<file path="config.mk">
export PLATFORM = sky130hd
export DESIGN_NAME = pipe_scroller
export DESIGN_NICKNAME = d
export VERILOG_FILES = /design/src/rtl/pipe_pkg.sv /design/src/rtl/gap_lfsr.sv /design/src/rtl/pipe_scroller.sv
export SDC_FILE = /design/constraint.sdc
export NUM_CORES = 1
export LEC_CHECK = 0
export ABC_AREA = 1
export CAP_MARGIN = 20
export CORE_UTILIZATION = 62
export DETAILED_ROUTE_END_ITERATION = 16
export GPL_TIMING_DRIVEN = 0
export PLACE_DENSITY = 0.95
export SLEW_MARGIN = 10
export SYNTH_ARGS = -nofsm -noshare
export SYNTH_HDL_FRONTEND = slang
export SYNTH_SLANG_ARGS = --single-unit
</file>
<file path="constraint.sdc">
create_clock -name clk -period 10 [get_ports clk]
set_input_delay 1.5 -clock clk [delete_from_list [all_inputs] [get_ports clk]]
set_output_delay 1.5 -clock clk [all_outputs]
set_load 0.05 [all_outputs]
</file>
<file path="src/rtl/pipe_pkg.sv">
// -----------------------------------------------------------------------------
// pipe_pkg
// Shared definitions for the obstacle field: scroller FSM states, the gap
// LFSR polynomial and default seed, and the default screen/pipe geometry that
// the collision detector and renderer also rely on.
// No ports (package).
// -----------------------------------------------------------------------------
package pipe_pkg;

   // Scroller control states
   typedef enum logic [1:0] {
      IDLE   = 2'd0,
      RUN    = 2'd1,
      FROZEN = 2'd2
   } state_t;

   // Galois feedback mask (right-shifting form) and default nonzero seed
   localparam logic [15:0] LFSR_MASK         = 16'hB400;
   localparam logic [15:0] LFSR_SEED_DEFAULT = 16'hACE1;

   // Default playfield geometry in pixels
   localparam int DEF_SCREEN_W     = 640;
   localparam int DEF_PIPE_W       = 52;
   localparam int DEF_PIPE_SPACING = 200;
   localparam int DEF_BIRD_X       = 150;
   localparam int DEF_GAP_MIN      = 80;
   localparam int DEF_GAP_MAX      = 320;

   // One step of the Galois LFSR: shift right, fold the mask in when the
   // bit falling off the bottom is set.
   function automatic logic [15:0] lfsrStep(input logic [15:0] s);
      return s[0] ? ((s >> 1) ^ LFSR_MASK) : (s >> 1);
   endfunction

endpackage

</file>
<file path="src/rtl/gap_lfsr.sv">
// -----------------------------------------------------------------------------
// gap_lfsr
// Free-running 16-bit Galois LFSR used as the pipe gap source. Besides the
// current state it pre-computes the folded gap centre for LOOKAHEAD
// consecutive states, so several pipes recycled on the same tick each get
// their own value (entry 0 from the current state, entry 1 from the next...).
// Ports:
//   clk     in   clock
//   rst     in   asynchronous active-high reset (loads SEED)
//   en_i    in   advance the LFSR this cycle
//   gaps_o  out  LOOKAHEAD packed gap centres, entry k at [k*Y_W +: Y_W]
// -----------------------------------------------------------------------------
module gap_lfsr
   import pipe_pkg::*;
#(
   parameter logic [15:0] SEED      = LFSR_SEED_DEFAULT,
   parameter int          GAP_MIN   = DEF_GAP_MIN,
   parameter int          GAP_MAX   = DEF_GAP_MAX,
   parameter int          Y_W       = 10,
   parameter int          LOOKAHEAD = 4
)(
   input  logic                       clk,
   input  logic                       rst,
   input  logic                       en_i,
   output logic [LOOKAHEAD*Y_W-1:0]   gaps_o
);

   localparam int RANGE = GAP_MAX - GAP_MIN;
   localparam int R_W   = $clog2(RANGE + 1);

   logic [15:0] lfsr_q;
   logic [15:0] stateChain;
   logic [31:0] r;

   // The LFSR runs independently of the game state; only reset reloads it,
   // so restarts still produce a fresh gap sequence.
   always_ff @(posedge clk or posedge rst) begin
      if (rst) begin
         lfsr_q <= SEED;
      end else if (en_i) begin
         lfsr_q <= lfsrStep(lfsr_q);
      end
   end

   // Fold the low R_W bits into [0, RANGE]: values above RANGE wrap back to
   // the bottom of the range instead of being clipped, then offset by GAP_MIN.
   always_comb begin
      stateChain = lfsr_q;
      r          = '0;
      gaps_o     = '0;
      for (int k = 0; k < LOOKAHEAD; k++) begin
         r = 32'(stateChain[R_W-1:0]);
         if (r > 32'(RANGE)) begin
            r = r - 32'(RANGE) - 32'd1;
         end
         gaps_o[k*Y_W +: Y_W] = Y_W'(r + 32'(GAP_MIN));
         stateChain = lfsrStep(stateChain);
      end
   end

endmodule

</file>
<file path="src/rtl/pipe_scroller.sv">
// -----------------------------------------------------------------------------
// pipe_scroller
// Parametrised obstacle generator and scroller. Keeps NUM_PIPES pipe right
// edges and gap centres in packed vectors, moves them left by `speed` px on
// each game tick while running, recycles pipes that leave the screen to the
// back of the train with a pseudo-random gap, and reports bird passes.
// Optional build macro: PIPE_SCROLLER_SPEED_RAMP_EN -- when defined, speed
// steps up by one each time the score crosses a multiple of SPEED_STEP,
// capped at SPEED_MAX; otherwise speed is the constant SPEED_INIT.
// Ports:
//   clk          in   clock
//   rst          in   asynchronous active-high reset
//   tick         in   one-cycle game-step strobe
//   run          in   start/continue scrolling (level)
//   freeze       in   collision, stop scrolling (level)
//   restart      in   one-cycle pulse, reinitialise the field
//   pipe_x       out  packed pipe right edges, pipe i at [i*X_W +: X_W]
//   pipe_y       out  packed gap centres, pipe i at [i*Y_W +: Y_W]
//   score_pulse  out  one-cycle pulse when a pipe is passed
//   score_count  out  saturating pass count
//   speed        out  current px per tick
//   scrolling    out  high while in RUN
// -----------------------------------------------------------------------------
module pipe_scroller
   import pipe_pkg::*;
#(
   parameter int          NUM_PIPES    = 4,
   parameter int          X_W          = 11,
   parameter int          Y_W          = 10,
   parameter int          SCREEN_W     = DEF_SCREEN_W,
   parameter int          PIPE_W       = DEF_PIPE_W,
   parameter int          PIPE_SPACING = DEF_PIPE_SPACING,
   parameter int          BIRD_X       = DEF_BIRD_X,
   parameter int          GAP_MIN      = DEF_GAP_MIN,
   parameter int          GAP_MAX      = DEF_GAP_MAX,
   parameter int          SPEED_INIT   = 1,
   parameter int          SPEED_MAX    = 4,
   parameter int          SPEED_STEP   = 8,
   parameter logic [15:0] LFSR_SEED    = LFSR_SEED_DEFAULT
)(
   input  logic                       clk,
   input  logic                       rst,
   input  logic                       tick,
   input  logic                       run,
   input  logic                       freeze,
   input  logic                       restart,
   output logic [NUM_PIPES*X_W-1:0]   pipe_x,
   output logic [NUM_PIPES*Y_W-1:0]   pipe_y,
   output logic                       score_pulse,
   output logic [15:0]                score_count,
   output logic [2:0]                 speed,
   output logic                       scrolling
);

   localparam int               RESET_Y = (GAP_MIN + GAP_MAX) / 2;
   localparam int               PC_W    = $clog2(NUM_PIPES + 1);
   localparam logic [X_W:0]     WRAP    = (X_W+1)'(NUM_PIPES * PIPE_SPACING);
   localparam logic [X_W:0]     BIRD    = (X_W+1)'(BIRD_X);

   // Starting layout: pipe 0 just off the right edge, the rest spaced behind it
   function automatic logic [NUM_PIPES*X_W-1:0] initPipeX();
      logic [NUM_PIPES*X_W-1:0] v;
      v = '0;
      for (int i = 0; i < NUM_PIPES; i++) begin
         v[i*X_W +: X_W] = X_W'(SCREEN_W + PIPE_W + i*PIPE_SPACING);
      end
      return v;
   endfunction

   localparam logic [NUM_PIPES*X_W-1:0] INIT_X = initPipeX();
   localparam logic [NUM_PIPES*Y_W-1:0] INIT_Y = {NUM_PIPES{Y_W'(RESET_Y)}};

   // Refuse to build a configuration whose recycled positions overflow X_W,
   // or whose speed could skip a whole pipe in one tick.
   if (SCREEN_W + PIPE_W + NUM_PIPES*PIPE_SPACING >= (1 << X_W)) begin : g_xWidthCheck
      $error("pipe_scroller: X_W too narrow for the pipe train");
   end
   if (SPEED_MAX >= PIPE_SPACING || SPEED_MAX > 7 || SPEED_INIT > SPEED_MAX) begin : g_speedCheck
      $error("pipe_scroller: speed range invalid");
   end
   if (SPEED_STEP < 1) begin : g_stepCheck
      $error("pipe_scroller: SPEED_STEP must be positive");
   end

   state_t                    state_q;
   logic [NUM_PIPES*X_W-1:0]  pipeX_q;
   logic [NUM_PIPES*Y_W-1:0]  pipeY_q;
   logic                      scorePulse_q;
   logic [15:0]               scoreCount_q;
   logic                      scrolling_q;

   logic [NUM_PIPES*Y_W-1:0]  gaps;
   logic [NUM_PIPES*X_W-1:0]  pipeX_d;
   logic [NUM_PIPES*Y_W-1:0]  pipeY_d;
   logic [PC_W-1:0]           passCount;
   logic [X_W:0]              xOld;
   logic [X_W:0]              xNew;
   logic [X_W:0]              spd;
   logic [16:0]               scoreSum;
   logic [15:0]               scoreCount_d;
   logic [2:0]                speedCur;
   int                        recIdx;

   gap_lfsr #(
      .SEED      (LFSR_SEED),
      .GAP_MIN   (GAP_MIN),
      .GAP_MAX   (GAP_MAX),
      .Y_W       (Y_W),
      .LOOKAHEAD (NUM_PIPES)
   ) u_gapLfsr (
      .clk    (clk),
      .rst    (rst),
      .en_i   (1'b1),
      .gaps_o (gaps)
   );

`ifdef PIPE_SCROLLER_SPEED_RAMP_EN
   logic [2:0] speed_q;
   logic       rampPend_q;
   logic       moveNow;
   logic       crossing;

   assign moveNow  = (state_q == RUN) && tick && !freeze && !restart;
   assign crossing = (scoreCount_d / 16'(SPEED_STEP)) != (scoreCount_q / 16'(SPEED_STEP));

   // A tick that pushes the score across a SPEED_STEP boundary arms a
   // one-cycle request; the speed bump lands the cycle after the score
   // update, so the faster speed first moves pipes on the following tick.
   always_ff @(posedge clk or posedge rst) begin
      if (rst) begin
         speed_q    <= 3'(SPEED_INIT);
         rampPend_q <= 1'b0;
      end else if (restart) begin
         speed_q    <= 3'(SPEED_INIT);
         rampPend_q <= 1'b0;
      end else begin
         rampPend_q <= moveNow && crossing;
         if (rampPend_q && (speed_q < 3'(SPEED_MAX))) begin
            speed_q <= speed_q + 3'd1;
         end
      end
   end

   assign speedCur = speed_q;
`else
   assign speedCur = 3'(SPEED_INIT);
`endif

   assign spd = (X_W+1)'(speedCur);

   // Candidate positions for a movement step. A pipe at or left of `speed`
   // would go negative, so it jumps back a full train length instead and
   // takes the next unused gap from the LFSR lookahead (lowest pipe first).
   // Only non-recycling pipes can produce a pass.
   always_comb begin
      pipeX_d   = pipeX_q;
      pipeY_d   = pipeY_q;
      passCount = '0;
      recIdx    = 0;
      xOld      = '0;
      xNew      = '0;
      for (int i = 0; i < NUM_PIPES; i++) begin
         xOld = {1'b0, pipeX_q[i*X_W +: X_W]};
         if (xOld <= spd) begin
            xNew = xOld + WRAP - spd;
            pipeY_d[i*Y_W +: Y_W] = gaps[recIdx*Y_W +: Y_W];
            recIdx = recIdx + 1;
         end else begin
            xNew = xOld - spd;
            if (xOld >= BIRD && xNew < BIRD) begin
               passCount = passCount + 1'b1;
            end
         end
         pipeX_d[i*X_W +: X_W] = xNew[X_W-1:0];
      end
   end

   // Score after this tick's passes, pinned at the top of the 16-bit range
   always_comb begin
      scoreSum     = {1'b0, scoreCount_q} + 17'(passCount);
      scoreCount_d = scoreSum[16] ? 16'hFFFF : scoreSum[15:0];
   end

   // Control FSM with all game outputs registered. Restart beats every other
   // input, including a coincident tick or freeze. A freeze arriving with a
   // tick stops the field without applying that tick's movement.
   always_ff @(posedge clk or posedge rst) begin
      if (rst) begin
         state_q      <= IDLE;
         pipeX_q      <= INIT_X;
         pipeY_q      <= INIT_Y;
         scorePulse_q <= 1'b0;
         scoreCount_q <= '0;
         scrolling_q  <= 1'b0;
      end else if (restart) begin
         state_q      <= IDLE;
         pipeX_q      <= INIT_X;
         pipeY_q      <= INIT_Y;
         scorePulse_q <= 1'b0;
         scoreCount_q <= '0;
         scrolling_q  <= 1'b0;
      end else begin
         scorePulse_q <= 1'b0;
         case (state_q)
            IDLE: begin
               if (run && !freeze) begin
                  state_q     <= RUN;
                  scrolling_q <= 1'b1;
               end
            end
            RUN: begin
               if (freeze) begin
                  state_q     <= FROZEN;
                  scrolling_q <= 1'b0;
               end else if (tick) begin
                  pipeX_q      <= pipeX_d;
                  pipeY_q      <= pipeY_d;
                  scoreCount_q <= scoreCount_d;
                  scorePulse_q <= (passCount != '0);
               end
            end
            FROZEN: begin
               state_q <= FROZEN;
            end
            default: begin
               state_q     <= IDLE;
               scrolling_q <= 1'b0;
            end
         endcase
      end
   end

   assign pipe_x      = pipeX_q;
   assign pipe_y      = pipeY_q;
   assign score_pulse = scorePulse_q;
   assign score_count = scoreCount_q;
   assign speed       = speedCur;
   assign scrolling   = scrolling_q;

endmodule

</file>
# After elaboration in Yosys (flattened, before gate mapping)
# Cells that the tools add are included.
# Widths: inputs -> output; s select.
word_totals:
  ff_bits: 120
  inputBits: 6
  out_inout_bits: 105
  elab_cells: 139
classes:
  add_sub_neg: 30
  mul: 3
  order_cmp: 16
  eq_ne: 6
  shift: 3
  mux: 49
  bitwise: 1
  reduce_logical: 21
ops:
  columns: ["operator", "count"]
  rows:
  - ["$mux 44", 4]
  - ["$mux 40", 4]
  - ["$shiftx 40x32->10", 3]
  - ["$mul 32x4->31 const B", 3]
  - ["$mux 16", 6]
  - ["$mux 10", 8]
  - ["$add 32x2->32 const B", 2]
  - ["$mux 32", 2]
  - ["$lt 12x8->1 const B", 4]
  - ["$sub 11x1->12 const B", 4]
  - ["$add 11x10->11 const B", 4]
  - ["$ge 11x8->1 const B", 4]
  - ["$le 11x1->1 const B", 4]
  - ["$mux 11", 4]
  - ["$sub 11x1->11 const B", 4]
  - ["$add 10x7->10 const B", 4]
  - ["$sub 10x1->10 const B", 4]
  - ["$sub 8x8->9 const B", 4]
  - ["$gt 8x8->1 const B", 4]
  - ["$mux 3", 6]
  - ["$add 16x3->17", 1]
  - ["$reduce_and 4->1", 4]
  - ["$reduce_bool 2->1", 6]
  - ["$mux 1", 10]
  - ["16 further kinds", 26]

# Logic depth before layout (Yosys ltp)
logic_depth:
  word_depth: 20
  mapped_depth: 37
  ltp_nobuf: 37

# Hierarchy
# From an unflattened synthesis, not the netlist that was laid out.
hier_totals:
  hier_cells: 1486
  area_unflattened_um2: 10073.4
modules_own_cells:
  columns: ["module", "instances", "cells_per_inst", "area_each_um2", "seq_area_each_um2"]
  rows:
  - ["pipe_scroller", 1, 1119, 7743.7, 2641.3]
  - ["gap_lfsr", 1, 367, 2329.7, 410.4]

# Worst setup path before layout
# Ideal clock, no wire load.
synth_path:
  path_kind: "flip-flop to flip-flop"
  from: "register pipeX_q[11], in the netlist pipe_x[11]"
  to: "register scoreCount_q[9], in the netlist score_count[9]"
  setup_time_ns: 0.083
  t_arrival_ns: 5.444
  required_ns: 9.917
  slack_ns: 4.474
  path_stages_with_launch: 32
  n_path_buf: 1
  synth_period_minus_slack_ns: 5.526
  path_cell_list: "dfrtp_1 inv_1 ha_1 nand3_1 nor3_1 xor2_1 inv_1 a2111oi_0 ha_1 or2_2 nand2_1 inv_1 ha_1 or2_1 nand2_1 inv_1 ha_1 nand2_1 nand2_2 inv_1 fa_1 nor2_1 o21ai_1 nor3_4 nand3_1 nor2_1 nand3_1 nand3b_1 nor2_2 buf_2 o21ai_0 o21ai_0"
synth_via:
  elab_chain_cells: 17
  word_cells_on_any_way: 19
  cone_classes: "4 x add/sub; 3 x order compare; 11 x mux; 1 x reduce/logical"
synth_rtl:
  columns: ["item", "line_no", "rtl"]
  rows:
  - ["from (decl)", "pipe_scroller.sv:86", "logic [NUM_PIPES*X_W-1:0] pipeX_q;"]
  - ["from (signal assigned)", "pipe_scroller.sv:216", "pipeX_q <= pipeX_d;"]
  - ["$sub 11x1->12", "pipe_scroller.sv:169", "xNew = xOld - spd;"]
  - ["$lt 12x8->1", "pipe_scroller.sv:170", "if (xOld >= BIRD && xNew < BIRD) begin"]
  - ["$logic_and 1x1->1", "pipe_scroller.sv:170", null]
  - ["$mux 3", "pipe_scroller.sv:170", null]
  - ["$mux 3 *", "pipe_scroller.sv:164", "if (xOld <= spd) begin"]
  - ["$add 3x1->3", "pipe_scroller.sv:171", "passCount = passCount + 1'b1;"]
  - ["$mux 3", "pipe_scroller.sv:170", null]
  - ["$mux 3 *", "pipe_scroller.sv:164", null]
  - ["$add 3x1->3", "pipe_scroller.sv:171", null]
  - ["$mux 3", "pipe_scroller.sv:170", null]
  - ["$mux 3 *", "pipe_scroller.sv:164", null]
  - ["$add 16x3->17 *", "pipe_scroller.sv:180", "scoreSum = {1'b0, scoreCount_q} + 17'(passCount);"]
  - ["$mux 16 *", "pipe_scroller.sv:181", "scoreCount_d = scoreSum[16] ? 16'hFFFF : scoreSum[15:0];"]
  - ["$mux 16 *", "pipe_scroller.sv:215", "end else if (tick) begin"]
  - ["$mux 16 *", "pipe_scroller.sv:212", "if (freeze) begin"]
  - ["$mux 16 *", "pipe_scroller.sv:204", "case (state_q)"]
  - ["$mux 16 *", "pipe_scroller.sv:195", "end else if (restart) begin"]
  - ["to (signal assigned)", "pipe_scroller.sv:218", "scoreCount_q <= scoreCount_d;"]
  - ["to (decl)", "pipe_scroller.sv:89", "logic [15:0] scoreCount_q;"]
# Mark *: on every way between the ends. The rest lies on a longest branch, timed or not. The select of a mux whose other input is x is not followed.
# A chain may end at the register's enable or synchronous reset.

# Worst setup path after layout
layout_path:
  from: "register pipeX_q[0], in the netlist pipe_x[0]"
  to: "register scoreCount_q[9], in the netlist score_count[9]"
layout_via:
  elab_chain_cells: 20
  word_cells_on_any_way: 22
  cone_classes: "5 x add/sub; 3 x order compare; 13 x mux; 1 x reduce/logical"
layout_rtl:
  columns: ["item", "line_no"]
  rows:
  - ["$sub 11x1->12", "pipe_scroller.sv:169"]
  - ["$lt 12x8->1", "pipe_scroller.sv:170"]
  - ["$logic_and 1x1->1", "pipe_scroller.sv:170"]
  - ["$mux 1", "pipe_scroller.sv:170"]
  - ["$mux 1 *", "pipe_scroller.sv:164"]
  - ["$add 3x1->3", "pipe_scroller.sv:171"]
  - ["$mux 3", "pipe_scroller.sv:170"]
  - ["$mux 3 *", "pipe_scroller.sv:164"]
  - ["(+4 left out)", null]
  - ["$mux 3", "pipe_scroller.sv:170"]
  - ["$mux 3 *", "pipe_scroller.sv:164"]
  - ["$add 16x3->17 *", "pipe_scroller.sv:180"]
  - ["$mux 16 *", "pipe_scroller.sv:181"]
  - ["$mux 16 *", "pipe_scroller.sv:215"]
  - ["$mux 16 *", "pipe_scroller.sv:212"]
  - ["$mux 16 *", "pipe_scroller.sv:204"]
  - ["$mux 16 *", "pipe_scroller.sv:195"]
# Marks and branches as above.

==> flow_summary_export.csv <==
group,metric,value,unit
outcome,status,"complete, no violations",
job,cap_violations,0,
placement,placed_area,0.01095,sq mm
sta,hold_viol,0,
clocking,htree_levels,4,
layout,multiInputGateArea,0.005640,sq mm
setup_path,cp.required,10.34,ns
global_routing,antenna_found_initial,0,
sta,period_share,62.02,%
yosys,synth.distinct_cells,67,
sta,rsz0062_at_grt,"false",
setup_path,rr_worst_depth,31,
clocking,post_cts_buffers,0,
routing,m1WireLength,11.87,mm
routing,wl_met3,2.662,mm
clocking,clk_pin_slew,0.06,ns
yosys,ys_seq_area_share,31.78,%
power_and_ir_drop,switchingPower,408.8,uW
floorplanning,die_w,126.5,microns
power_and_ir_drop,powerDensity,116.3,mW/mm^2
global_routing,grt_pass1_vias,10040,
layout,fin_nets,1518,
hold_path,hold_path.class,"reg2reg",
sta,max_freq,0.1612,GHz
floorplanning,dieHeight,126.5,microns
setup_path,crit_family,"simple AND/OR/NAND/NOR gates",
clocking,cts_buffer_depth,2,
setup_path,crit_path_max_fanout,10,
setup_path,slowest_delay,0.69,ns
sta,hold_ws,0.3510,ns
setup_path,end_kind,"flop",
power_and_ir_drop,power.share.clock,45.7,%
floorplanning,core,0.01515,sq mm
hold_path,whs_path_depth,0,
yosys,synthCells,1325,
clocking,cts-root-buf,"clkbuf_16",
floorplanning,rows,45,
setup_path,r2r-start,"pipe_x[0]",
setup_path,critical_path.endpoint,"score_count[9]",
global_routing,grt-ovfl-total,0,
power_and_ir_drop,vdd_drop_max,0.0001082,V
global_routing,track_usage,41.51,%
clocking,cts_resized,0,
clocking,hold_buffers,0,
setup_path,r2r_slack,3.80,ns
power_and_ir_drop,power.internal,931.8,uW
sta,slew_viol_final,0,
setup_path,crit_path_top_delay_cell,"o2111ai_1",
routing,vias,10230,
yosys,ys_async_sr_fraction,100.0,%
routing,top_layer_used,"met4",
layout,instances_no_fill,1655,
layout,fillCellCount,1074,
floorplanning,start_util,63.40,%
layout,stdcell_area,0.01153,sq mm
power_and_ir_drop,p_comb_share,15.5,%
floorplanning,ios,111,
setup_path,crit_top_cell,"inv_1",
yosys,syn_area,0.009603,sq mm
placement,post-dp-hpwl,23.74,mm
layout,areaGrowthSynthToFinish,20.07,%
routing,avgViaCountPerCell,6.181,
sta,slew_headroom,45.40,%
placement,gp_congestion,0.9839,
power_and_ir_drop,p_leak,0.005519,uW
sta,fin_crit,6.202,ns
clocking,cts_buffers,17,
layout,seq_area,0.003052,sq mm
clocking,cts_sinks,120,
placement,post-place-ws,3.965,ns
setup_path,worstSetupPathType,"reg2reg",
clocking,clk_latency,0.43,ns
global_routing,grt_pass1_wl,51.31,mm
sta,fin_setup_tns,0,ns
setup_path,critical_path_buf_inv_count,6,
setup_path,worstSetupStartpointType,"flop",
sta,fin_skew,0.01213,ns
yosys,synth_seq_cells,120,
sta,worstMarginPinSlew,0.8190,ns
setup_path,worstReg2RegEnd,"score_count[9]",
layout,antenna_cells,0,
yosys,syn_avg_cell_area,7.248,sq um
placement,place_inst,1622,
setup_path,crit_start,"pipe_x[0]",
setup_path,path_depth,31,
routing,dr_wl_met2,15.43,mm
layout,drive_above_1_share,11.38,%
setup_path,cp_data_arrival_time,6.54,ns
sta,finalSetupViolations,0,
routing,first_iter_violations,1297,
global_routing,grt_max_degree,94,
yosys,synth_enable_flop_cells,0,
power_and_ir_drop,p_sw_share,30.50,%
routing,routedWlPerCell,19.35,microns
routing,route.antenna.remaining_nets,0,
placement,port_buffers,107,
routing,wirelength,32.02,mm
power_and_ir_drop,power_frac_seq,38.8,%
routing,drc_errors,0,
routing,first_pass_iters,6,
yosys,yosys_warnings,0,
clocking,cts_tree,"done",
floorplanning,die-area,0.01599,sq mm
sta,setup_slack,3.798,ns
yosys,synth_ff_type,"dfrtp_1",
registers in the layout, summed over array words and instances, names as in the netlist:
register	flops
pipe_x	44
pipe_y	40
score_count	16
u_gapLfsr.lfsr_q	16
state_q	2
score_pulse	1
scrolling	1
power groups by stage:
stage	Sequential [uW]	Clock, uW	Combinational (uW)
finish	520	613	208
global route	521	630	224
CTS	519	608	204
detailed placement	527	0	199
global placement	526	0	191
floorplan	562	0	101
layer usage:
| metal | vias up | global-route usage, % |
|---|---|---|
| met2 | 653 | 70.10 |
| met5 | - | 0 |
| li1 | 4616 | - |
| met3 | 184 | 7.381 |
| met4 | 0 | 27.07 |
| met1 | 4776 | 48.85 |
synth_stat cells (all sizes together), types with 2 or more instances:
library cell  instances  area, sq um
a21oi                57        311.5
o22ai                18        118.9
o31ai                 7        52.55
nor2                131        605.6
nand2               306         1240
a221oi                5        43.79
a21boi                3        22.52
conb                  2        7.510
o2111ai               4        35.03
dfrtp                81         2027
nand3               114        628.1
fa                    2        40.04
a31oi                 4        25.02
clkbuf               18        67.56
nand3b                6        45.04
a21o                  2        15.01
xnor2                 5        43.79
o221ai                7        61.31
o21ai               110        561.8
a22oi                 8        60.06
nor3                 16        118.9
or2                   4        25.03
buf                  12        70.07
ha                   56        700.7
a22o                  6        52.55
o32ai                 5        43.79
inv                 202        768.2
nand4                13        81.33
dfstp                39         1025
clkinv                2        8.750
a211oi                2        20.02
xor2                 57        514.2
and2                  2        12.51
o211ai               11        82.58
worst register-to-register path, delay by kind of cell, from the launching register on:
kind                     cells  cell delay (ns)
adder cells (fa/ha/maj)      5             1.49
buffers and inverters        6             0.66
flip-flops                   1             0.44
AO/OA/AOI/OAI                4             1.06
AND/OR/NAND/NOR             16             2.48
placed cells by master, fill, tap and decap left out, types with 7 or more instances in the layout:
cell type,Yosys,layout
a21oi_1,52,52
a22oi_1,8,8
clkbuf_1,18,19
clkbuf_16,0,17
clkdlybuf4s50_1,0,107
dfrtp_1,81,81
dfstp_2,39,39
ha_1,56,56
inv_1,180,179
inv_2,18,18
nand2_1,287,287
nand2_2,12,12
nand3_1,107,107
nand4_1,13,13
nor2_1,114,114
nor2_2,8,8
nor3_1,12,12
o211ai_1,11,11
o21ai_0,94,94
o21ai_1,13,13
o221ai_1,7,7
o22ai_1,17,17
o31ai_1,7,7
xor2_1,55,55
stage by stage:
step	utilization, %	power [uW]
floorplan	-	663.5
global placement	72.05	716.8
detailed placement	72.27	726.2
CTS	76.09	1332
global route	76.13	1375
finish	76.13	1341
final cells by class:
cell class	instances	area share, %
multi-input combinational	972	48.92
sequential	120	26.47
timing repair buffer	109	9.571
inverter	204	6.782
clock buffer	18	3.722
tap	188	2.040
clock inverter	14	1.302
buffer	30	1.194
how the worst min path moves through the flow:
stage	start	to	slack (ns)
floorplan	u_gapLfsr.lfsr_q[12]	u_gapLfsr.lfsr_q[11]	0.33
global placement	u_gapLfsr.lfsr_q[12]	u_gapLfsr.lfsr_q[11]	0.34
detailed placement	u_gapLfsr.lfsr_q[12]	u_gapLfsr.lfsr_q[11]	0.34
CTS	u_gapLfsr.lfsr_q[12]	u_gapLfsr.lfsr_q[11]	0.35
global route	u_gapLfsr.lfsr_q[12]	u_gapLfsr.lfsr_q[11]	0.36
finish	u_gapLfsr.lfsr_q[12]	u_gapLfsr.lfsr_q[11]	0.35
logic make-up (layout without fill, tap and decap cells):
logic type                 Yosys count  count (layout)  share of synthesized area [%]
and+or+nand+nor                    594             594                          28.85
AOI/OAI and AO/OA                  255             255                          16.25
buffers and inverters              234             375                          9.524
DFF                                120             120                          31.78
xor gates and xnor gates            62              62                          5.811
adders and majority gates           58              58                          7.713
other                                2               3                        0.07821
Note: power is estimated with default switching activity, not from simulation.
